**config.mk**
```make
export PLATFORM = sky130hd
export DESIGN_NAME = regfile_wb_queue
export DESIGN_NICKNAME = d
export VERILOG_FILES = /design/src/rtl/regfile_wb_queue.sv
export SDC_FILE = /design/constraint.sdc
export NUM_CORES = 1
export LEC_CHECK = 0
export CELL_PAD_IN_SITES_DETAIL_PLACEMENT = 0
export CELL_PAD_IN_SITES_GLOBAL_PLACEMENT = 1
export CORE_ASPECT_RATIO = 1.4
export CORE_MARGIN = 3
export CORE_UTILIZATION = 25
export CTS_BUF_LIST = sky130_fd_sc_hd__clkbuf_8 sky130_fd_sc_hd__clkbuf_16
export DETAILED_ROUTE_END_ITERATION = 16
export PLACE_DENSITY_LB_ADDON = 0.1
export SLEW_MARGIN = 20
export SYNTH_ARGS = -nofsm -noshare
export SYNTH_HDL_FRONTEND = slang
export SYNTH_SLANG_ARGS = --single-unit
export TNS_END_PERCENT = 20
```
**constraint.sdc**
```tcl
create_clock -name CLK -period 12 [get_ports CLK]
set_clock_uncertainty 0.15 [all_clocks]
set_input_delay 2.4 -clock CLK [delete_from_list [all_inputs] [get_ports CLK]]
set_output_delay 2.4 -clock CLK [all_outputs]
set_load 0.005 [all_outputs]
```
**src/rtl/regfile_wb_queue.sv**
```systemverilog
// regfile_wb_queue: writeback buffer in front of the 32x64 register file.
// Accepts single or dual writeback requests, drops writes to r0, and issues
// at most one register-file write per cycle on D_EN/D_Addr/D. S/T reads are
// checked against every pending write: the output register plus queued entries.
// Build option: define WB_FWD_EN to forward pending data onto S_out/T_out.
// Without it, reads pass through and hazard flags a read of a pending register.
module regfile_wb_queue #(
  parameter int DEPTH = 4,
  parameter int AW    = 5,
  parameter int DW    = 64
) (
  input  logic          CLK,
  input  logic          RESET,
  input  logic          wb_valid,
  output logic          wb_ready,
  input  logic          wb_dual,
  input  logic [AW-1:0] wb_addr,
  input  logic [DW-1:0] wb_data,
  input  logic [AW-1:0] wb_addr2,
  input  logic [DW-1:0] wb_data2,
  output logic          D_EN,
  output logic [AW-1:0] D_Addr,
  output logic [DW-1:0] D,
  input  logic [AW-1:0] S_Addr,
  input  logic [AW-1:0] T_Addr,
  input  logic [DW-1:0] S_rf,
  input  logic [DW-1:0] T_rf,
  output logic [DW-1:0] S_out,
  output logic [DW-1:0] T_out,
  output logic          busy,
  output logic          hazard
);

  localparam int PW = $clog2(DEPTH);
  localparam int CW = PW + 1;
  localparam logic [CW-1:0] DEPTH_C = CW'(DEPTH);

  logic [AW-1:0] addr_q [DEPTH];
  logic [DW-1:0] data_q [DEPTH];
  logic [PW-1:0] rd_ptr_q, wr_ptr_q;
  logic [PW-1:0] rd_ptr_d, wr_ptr_d, wr_ptr_b;
  logic [CW-1:0] count_q, count_d;
  logic          d_en_q;
  logic [AW-1:0] d_addr_q;
  logic [DW-1:0] d_q;
  logic          accept, push_a, push_b, pop;
  logic [PW-1:0] idx;

  // Ready needs room for a full dual request; the same-cycle pop is ignored.
  assign wb_ready = (DEPTH_C - count_q) >= CW'(2);
  assign accept   = wb_valid & wb_ready;
  assign push_a   = accept & (wb_addr != '0);
  assign push_b   = accept & wb_dual & (wb_addr2 != '0);
  assign pop      = (count_q != '0);

  // Entry B lands right after entry A, or in A's slot when A was dropped.
  always_comb begin
    wr_ptr_b = wr_ptr_q + PW'(push_a);
    wr_ptr_d = wr_ptr_b + PW'(push_b);
    rd_ptr_d = rd_ptr_q + PW'(pop);
    count_d  = count_q + CW'(push_a) + CW'(push_b) - CW'(pop);
  end

  // Queue storage and pointers; reset discards every pending entry.
  always_ff @(posedge CLK or posedge RESET) begin
    if (RESET) begin
      for (int i = 0; i < DEPTH; i++) begin
        addr_q[i] <= '0;
        data_q[i] <= '0;
      end
      rd_ptr_q <= '0;
      wr_ptr_q <= '0;
      count_q  <= '0;
    end else begin
      if (push_a) begin
        addr_q[wr_ptr_q] <= wb_addr;
        data_q[wr_ptr_q] <= wb_data;
      end
      if (push_b) begin
        addr_q[wr_ptr_b] <= wb_addr2;
        data_q[wr_ptr_b] <= wb_data2;
      end
      rd_ptr_q <= rd_ptr_d;
      wr_ptr_q <= wr_ptr_d;
      count_q  <= count_d;
    end
  end

  // Write-port register: the head moves here every non-empty cycle.
  always_ff @(posedge CLK or posedge RESET) begin
    if (RESET) begin
      d_en_q   <= 1'b0;
      d_addr_q <= '0;
      d_q      <= '0;
    end else begin
      d_en_q <= pop;
      if (pop) begin
        d_addr_q <= addr_q[rd_ptr_q];
        d_q      <= data_q[rd_ptr_q];
      end
    end
  end

  assign D_EN   = d_en_q;
  assign D_Addr = d_addr_q;
  assign D      = d_q;
  assign busy   = (count_q != '0) | d_en_q;

`ifdef WB_FWD_EN
  logic [DW-1:0] s_val, t_val;

  // Youngest match wins: visit output register, then queue oldest to youngest.
  always_comb begin
    s_val = S_rf;
    t_val = T_rf;
    idx   = '0;
    if (d_en_q && (d_addr_q == S_Addr)) s_val = d_q;
    if (d_en_q && (d_addr_q == T_Addr)) t_val = d_q;
    for (int i = 0; i < DEPTH; i++) begin
      idx = rd_ptr_q + PW'(i);
      if (CW'(i) < count_q) begin
        if (addr_q[idx] == S_Addr) s_val = data_q[idx];
        if (addr_q[idx] == T_Addr) t_val = data_q[idx];
      end
    end
  end

  assign S_out  = s_val;
  assign T_out  = t_val;
  assign hazard = 1'b0;
`else
  logic s_hit, t_hit;

  // Flag any pending write to a register being read.
  always_comb begin
    s_hit = d_en_q && (d_addr_q == S_Addr);
    t_hit = d_en_q && (d_addr_q == T_Addr);
    idx   = '0;
    for (int i = 0; i < DEPTH; i++) begin
      idx = rd_ptr_q + PW'(i);
      if (CW'(i) < count_q) begin
        if (addr_q[idx] == S_Addr) s_hit = 1'b1;
        if (addr_q[idx] == T_Addr) t_hit = 1'b1;
      end
    end
  end

  assign S_out  = S_rf;
  assign T_out  = T_rf;
  assign hazard = (s_hit && (S_Addr != '0)) || (t_hit && (T_Addr != '0));
`endif

endmodule

```
==> flow_summary.ini, run 1 <==
[yosys]
syn_area_mm2 = 0.0192
synth_nets = 2145
seq_area_frac_synth_pct = 46.0
avgSynthCellArea_um2 = 10.4
synth_area_leaders = dfrtp_1 46%, mux2i_1 14%, mux4_2 9.9%
ys_ff_latch = 353
synth.largest_area_cell = dfrtp_1
yosysWarnings = 0
synth.distinct_cells = 34
yosysTopAreaCellShare_pct = 46.0
synthCells = 1854

[setup_path]
setup.worst_path.class = input pin to output port
reg2reg_from = count_q[1]
r2r-end = data_q[123]
crit_fanout = 6
start_kind = input pin
crit_arrival_ns = 4.53
end_kind = output port
rr_worst_depth = 12
r2r_setup_slack_ns = 7.33
worstPathRequired_ns = 9.45

[power]
powerDensity_mw_per_mm2 = 293
vdd_ir_drop_max_mv = 0.141
leakage_nw = 9.46

[clocking]
clock-sinks = 353
clock_latency_ns = 0.56
clkTransAtPathRegs_ns = 0.06
htree_levels = 2
cts_buffers = 43
cts_setup_buffers = 0
root_buffer = clkbuf_16
postCtsHoldBufs = 0
cts.path.max_buffers = 3
cts_tree = built
cts_resized = 0

[die]
io_pins = 481
core_area_mm2 = 0.0756
die_w_um = 240
num_rows = 119
initial_core_util_pct = 25.4
dieHeight_um = 334
fp.dieArea_mm2 = 0.0802

[timing]
finalCriticalPeriod_ns = 7.08
fmax_mhz = 141
rsz0062_at_grt = no
final_max_slew_viol_count = 0
setup_tns_ns = 0
fin_crit_sh_pct = 59.0
tightest_slew_ns = 1.04
finalSetupViolations = 0
report.final.hold_viol_count = 0
slew-limit-headroom_pct = 30.9

[grt]
grt_pass1_wl_um = 98700
grt_pass1_vias = 14272
antenna_found_initial = 11
grt-ovfl-total = 0
track_usage_pct = 16.5
grt_max_degree = 158

[routing]
drc = 0
avgViaCountPerCell = 4.64
antenna_left = 0
num_vias = 13404
first_pass_iters = 5
wl_per_cell_um = 23.0
drt_iter0_markers = 686
wl_um = 66500

[layout]
finish.utilization_pct = 30.0
layout-drive-gt1-share_pct = 9.66
areaGrowthSynthToFinish_pct = 18.3
fill_cells = 7863
layout_common_cells = 351 x dfrtp_1, 279 x nor2_1, 277 x a21oi_1, 276 x mux2i_1, 224 x clkdlybuf4s50_1
layout_commonest_cell = dfrtp_1
multi_input_area_mm2 = 0.00881
layout.area.seq_mm2 = 0.00884
nets = 2173

[placed_design]
portBuffers = 224
place.gp.congestion = 0.751
hpwl_um = 40200

[min_path]
min-delay-start = D[5]
min_path_cells = 2
holdPathEnd = D[5]
hold_class = flip-flop to flip-flop

[outcome]
status = completed

[run]
drv_cap = 0
## flip-flops by register name (all words and copies together), names as in the netlist
register,count
D_Addr,5
rd_ptr_q,2
count_q,3
addr_q,20
data_q,256
D_EN,1
wr_ptr_q,2
D,64
## layout make-up
type	instances	share of cell area (%)
diodes	6	0.0661
clock buffers	51	5.32
inverters	8	0.154
well taps	968	5.33
multi-input cells	1231	38.8
repair buffers	245	10.7
clock inverters	28	0.776
flip-flops and latches	353	38.9
## cell families after synthesis
| family | share of synthesized area [%] |
|---|---|
| XOR/XNOR | 2.46 |
| multiplexers | 24.2 |
| flip-flops | 46.0 |
| AND/OR/NAND/NOR | 10.7 |
| adder cells (fa/ha/maj) | 0.795 |
| buffers and inverters | 8.35 |
| AO/OA/AOI/OAI | 7.42 |
## synth_stat cells, drive strengths merged
cell type    n
nand2b       1
nand4        6
o211ai       1
o21ai        2
nand2      211
or3          1
nor3b        1
fa           2
o311a        1
xor2        21
inv          8
nor3         5
mux4        84
nor4         6
nand3b       2
and2         1
clkbuf      53
ha           9
a21oi      277
nand3        3
and3         3
nor2       279
or3b         2
buf        209
mux2i      276
o22ai        1
xnor2       33
or4          3
dfrtp      353
## worst max path at each step
| stage | end | slack (ns) | startpoint | cells past startpoint |
|---|---|---|---|---|
| floorplan | D[0] | 4.72 | RESET | 1 |
| global placement | hazard | 4.89 | S_Addr[4] | 8 |
| detailed placement | hazard | 4.91 | S_Addr[4] | 8 |
| CTS | hazard | 4.90 | S_Addr[4] | 8 |
| global route | hazard | 4.72 | S_Addr[4] | 8 |
| finish | hazard | 4.92 | S_Addr[4] | 8 |
## layer usage
layer | up-vias | track usage, % | wire [um]
met3 | 128 | 4.95 | 4620
met2 | 378 | 28.9 | 33500
met5 | - | 0.364 | 94
met4 | 10 | 4.70 | 1750
li1 | 6343 | - | -
met1 | 6545 | 19.5 | 26500
## per-stage QoR
step                      instance area (um2)  hold WS [ns]  power [mW]  std cells  setup slack [ns]
after floorplan                         19200         0.315        4.40       1854              4.72
after global placement                  21300         0.306        5.44       2805              4.89
after detailed placement                21300         0.311        5.49       2805              4.91
after CTS                               22700         0.326        6.85       2884              4.90
after global routing                    22700         0.345        7.22       2885              4.72
final                                   22700         0.320        6.67       2890              4.92
## critical path, cell delays in order
cell and delay (ns):
clkdlybuf4s50_1 0.61, xor2_1 0.24, nor4_1 0.30, nand3_1 0.11, o21ai_0 0.09, nor4_1 0.09
o22ai_1 0.17, clkdlybuf4s50_1 0.52
## report_power, final
group | internal (mW) | total [mW] | switching (mW)
clock | 0.756 | 1.30 | 0.542
sequential | 1.85 | 2.29 | 0.439
combinational | 1.57 | 3.08 | 1.51
total | 4.17 | 6.67 | 2.50
Power figures use the tool's default switching activity.
==> run 2: changes to the inputs <==
==> constraint.sdc (replaced) <==
create_clock -name CLK -period 7.4 [get_ports CLK]
set_clock_uncertainty 0.15 [all_clocks]
set_input_delay 1.48 -clock CLK [delete_from_list [all_inputs] [get_ports CLK]]
set_output_delay 1.48 -clock CLK [all_outputs]
set_load 0.005 [all_outputs]
==> run 2 against run 1 <==
Routed wire length shrank 0.24%. Die area is the same. Sequential share of layout area shrank 0.28 points. Via count grew 0.68%. Critical path depth shrank 1. First-iteration DRC count grew 3.9%. Sequential power grew 62%. Clock power grew 69%. Critical endpoint unchanged. Highest routed layer unchanged.
==> flow_summary.ini, run 2 (synthesis gave the netlist of run 1 again) <==
[power]
power_frac_clock_pct = 20.1
seqPwrFrac_pct = 33.8
powerDensity_mw_per_mm2 = 478
vdd_ir_drop_max_mv = 0.195
swShare_pct = 37.2
internal_power_mw = 6.87
p_switching_mw = 4.07
leakage_nw = 9.52
pwr-share-comb_pct = 46.0

[setup_path]
crit_arrival_ns = 3.59
worstPathRequired_ns = 5.77
r2r_setup_slack_ns = 3.20
rr_worst_depth = 12
start_kind = input pin
end_kind = output port
r2r-end = data_q[183]
reg2reg_from = count_q[0]
setup.worst_path.class = input pin to output port
crit_fanout = 6

[die]
dieHeight_um = 334
fp.dieArea_mm2 = 0.0802
die_w_um = 240
initial_core_util_pct = 25.4
num_rows = 119
core_area_mm2 = 0.0756
io_pins = 481

[routing]
first_pass_iters = 5
drt_iter0_markers = 713
drc = 0
avgViaCountPerCell = 4.66
num_vias = 13495
wl_um = 66300
antenna_left = 0
wl_per_cell_um = 22.9

[layout]
layout-drive-gt1-share_pct = 10.0
layout_commonest_cell = dfrtp_1
layout_common_cells = 351 x dfrtp_1, 279 x nor2_1, 277 x a21oi_1, 276 x mux2i_1, 224 x clkdlybuf4s50_1
finish.utilization_pct = 30.3
largest-register = data_q
largest_register_ffs = 256
layout.cells.non_filler = 2894
fill_cells = 7876
areaGrowthSynthToFinish_pct = 19.2
nets = 2177

[placed_design]
post-place-ws_ns = 1.96
portBuffers = 224
hpwl_um = 41700
dp.cells = 2809
place.gp.congestion = 0.757

[run]
drv_cap = 0

[clocking]
cts_resized = 0
postCtsHoldBufs = 0
root_buffer = clkbuf_16
cts_tree = built
cts.path.max_buffers = 3
htree_levels = 2
cts_buffers = 43
clock_latency_ns = 0.57
clkTransAtPathRegs_ns = 0.06
cts_setup_buffers = 0
clock-sinks = 353

[timing]
slew-limit-headroom_pct = 31.3
final_max_slew_viol_count = 0
finalCriticalPeriod_ns = 5.22
setup_tns_ns = 0
tightest_slew_ns = 1.03
fmax_mhz = 192
finalSetupViolations = 0
fin_crit_sh_pct = 70.6
finalWorstSetupSlack_ns = 2.18
rsz0062_at_grt = no
report.final.hold_viol_count = 0

[grt]
grt_max_degree = 160
antenna_found_initial = 11
grt_pass1_wl_um = 99200
track_usage_pct = 16.6
grt_pass1_vias = 14304
grt-ovfl-total = 0

[min_path]
min_path_cells = 2
min-delay-start = D[63]
holdPathEnd = D[63]
hold_class = flip-flop to flip-flop

[outcome]
status = completed
## run 2: changes by cell type in the layout (fill, tap and decap cells not counted)
| cell | before | now |
|---|---|---|
| bufinv_16 | 2 | 3 |
| clkinvlp_4 | 2 | 1 |
| clkbuf_8 | 6 | 11 |
| clkinv_4 | 0 | 1 |
| clkinv_2 | 13 | 10 |
| buf_12 | 2 | 7 |
| inv_1 | 18 | 14 |
| buf_4 | 19 | 18 |
| diode_2 | 6 | 7 |
## run 2: through the flow
| stage | power (mW) | hold WS [ns] | area (um2) |
|---|---|---|---|
| final | 10.9 | 0.318 | 22900 |
| after global routing | 11.8 | 0.338 | 22900 |
| after CTS | 11.2 | 0.325 | 22900 |
| after detailed placement | 8.94 | 0.307 | 21400 |
| after global placement | 8.85 | 0.305 | 21400 |
| after floorplan | 7.13 | 0.315 | 19200 |
## run 2: critical path, cell delays in order
cell and delay, ns:
clkdlybuf4s50_1 0.62, xor2_1 0.25, nor4_1 0.31, and3_1 0.21
nor4_1 0.06, o22ai_1 0.14, clkdlybuf4s50_1 0.53
## run 2: how the worst max path moves through the flow
stage                    start  depth (start not counted)  slack, ns     endpoint
floorplan                RESET                          1       1.04         D[0]
global placement    wb_addr[4]                         10       1.98  data_q[157]
detailed placement  wb_addr[4]                         10       1.96  data_q[168]
CTS                  T_Addr[3]                          8       2.11       hazard
global route         T_Addr[0]                          8       1.98       hazard
finish               T_Addr[1]                          7       2.18       hazard
## run 2: power groups by stage
| stage | registers, mW | logic (mW) | clock network [mW] |
|---|---|---|---|
| after floorplan | 3.45 | 3.68 | 0 |
| after global placement | 3.72 | 5.13 | 0 |
| after detailed placement | 3.75 | 5.19 | 0 |
| after CTS | 3.72 | 5.20 | 2.30 |
| after global routing | 3.84 | 5.61 | 2.37 |
| final | 3.70 | 5.03 | 2.20 |
## run 2: per-layer routing
layer | GRT usage (%) | wire (um)
met3 | 4.70 | 4560
met1 | 20.0 | 26600
met4 | 4.76 | 1590
met2 | 28.5 | 33400
met5 | 1.03 | 126
## run 2: layout make-up
type / count / area, um2 / area share [%]
clock buffer: 56 / 1280 / 5.58
inverter: 8 / 35.0 / 0.153
timing repair buffer: 249 / 2520 / 11.0
tap: 968 / 1210 / 5.29
clock inverter: 22 / 178 / 0.776
sequential: 353 / 8840 / 38.6
multi-input combinational: 1231 / 8810 / 38.5
antenna: 7 / 17.5 / 0.0765
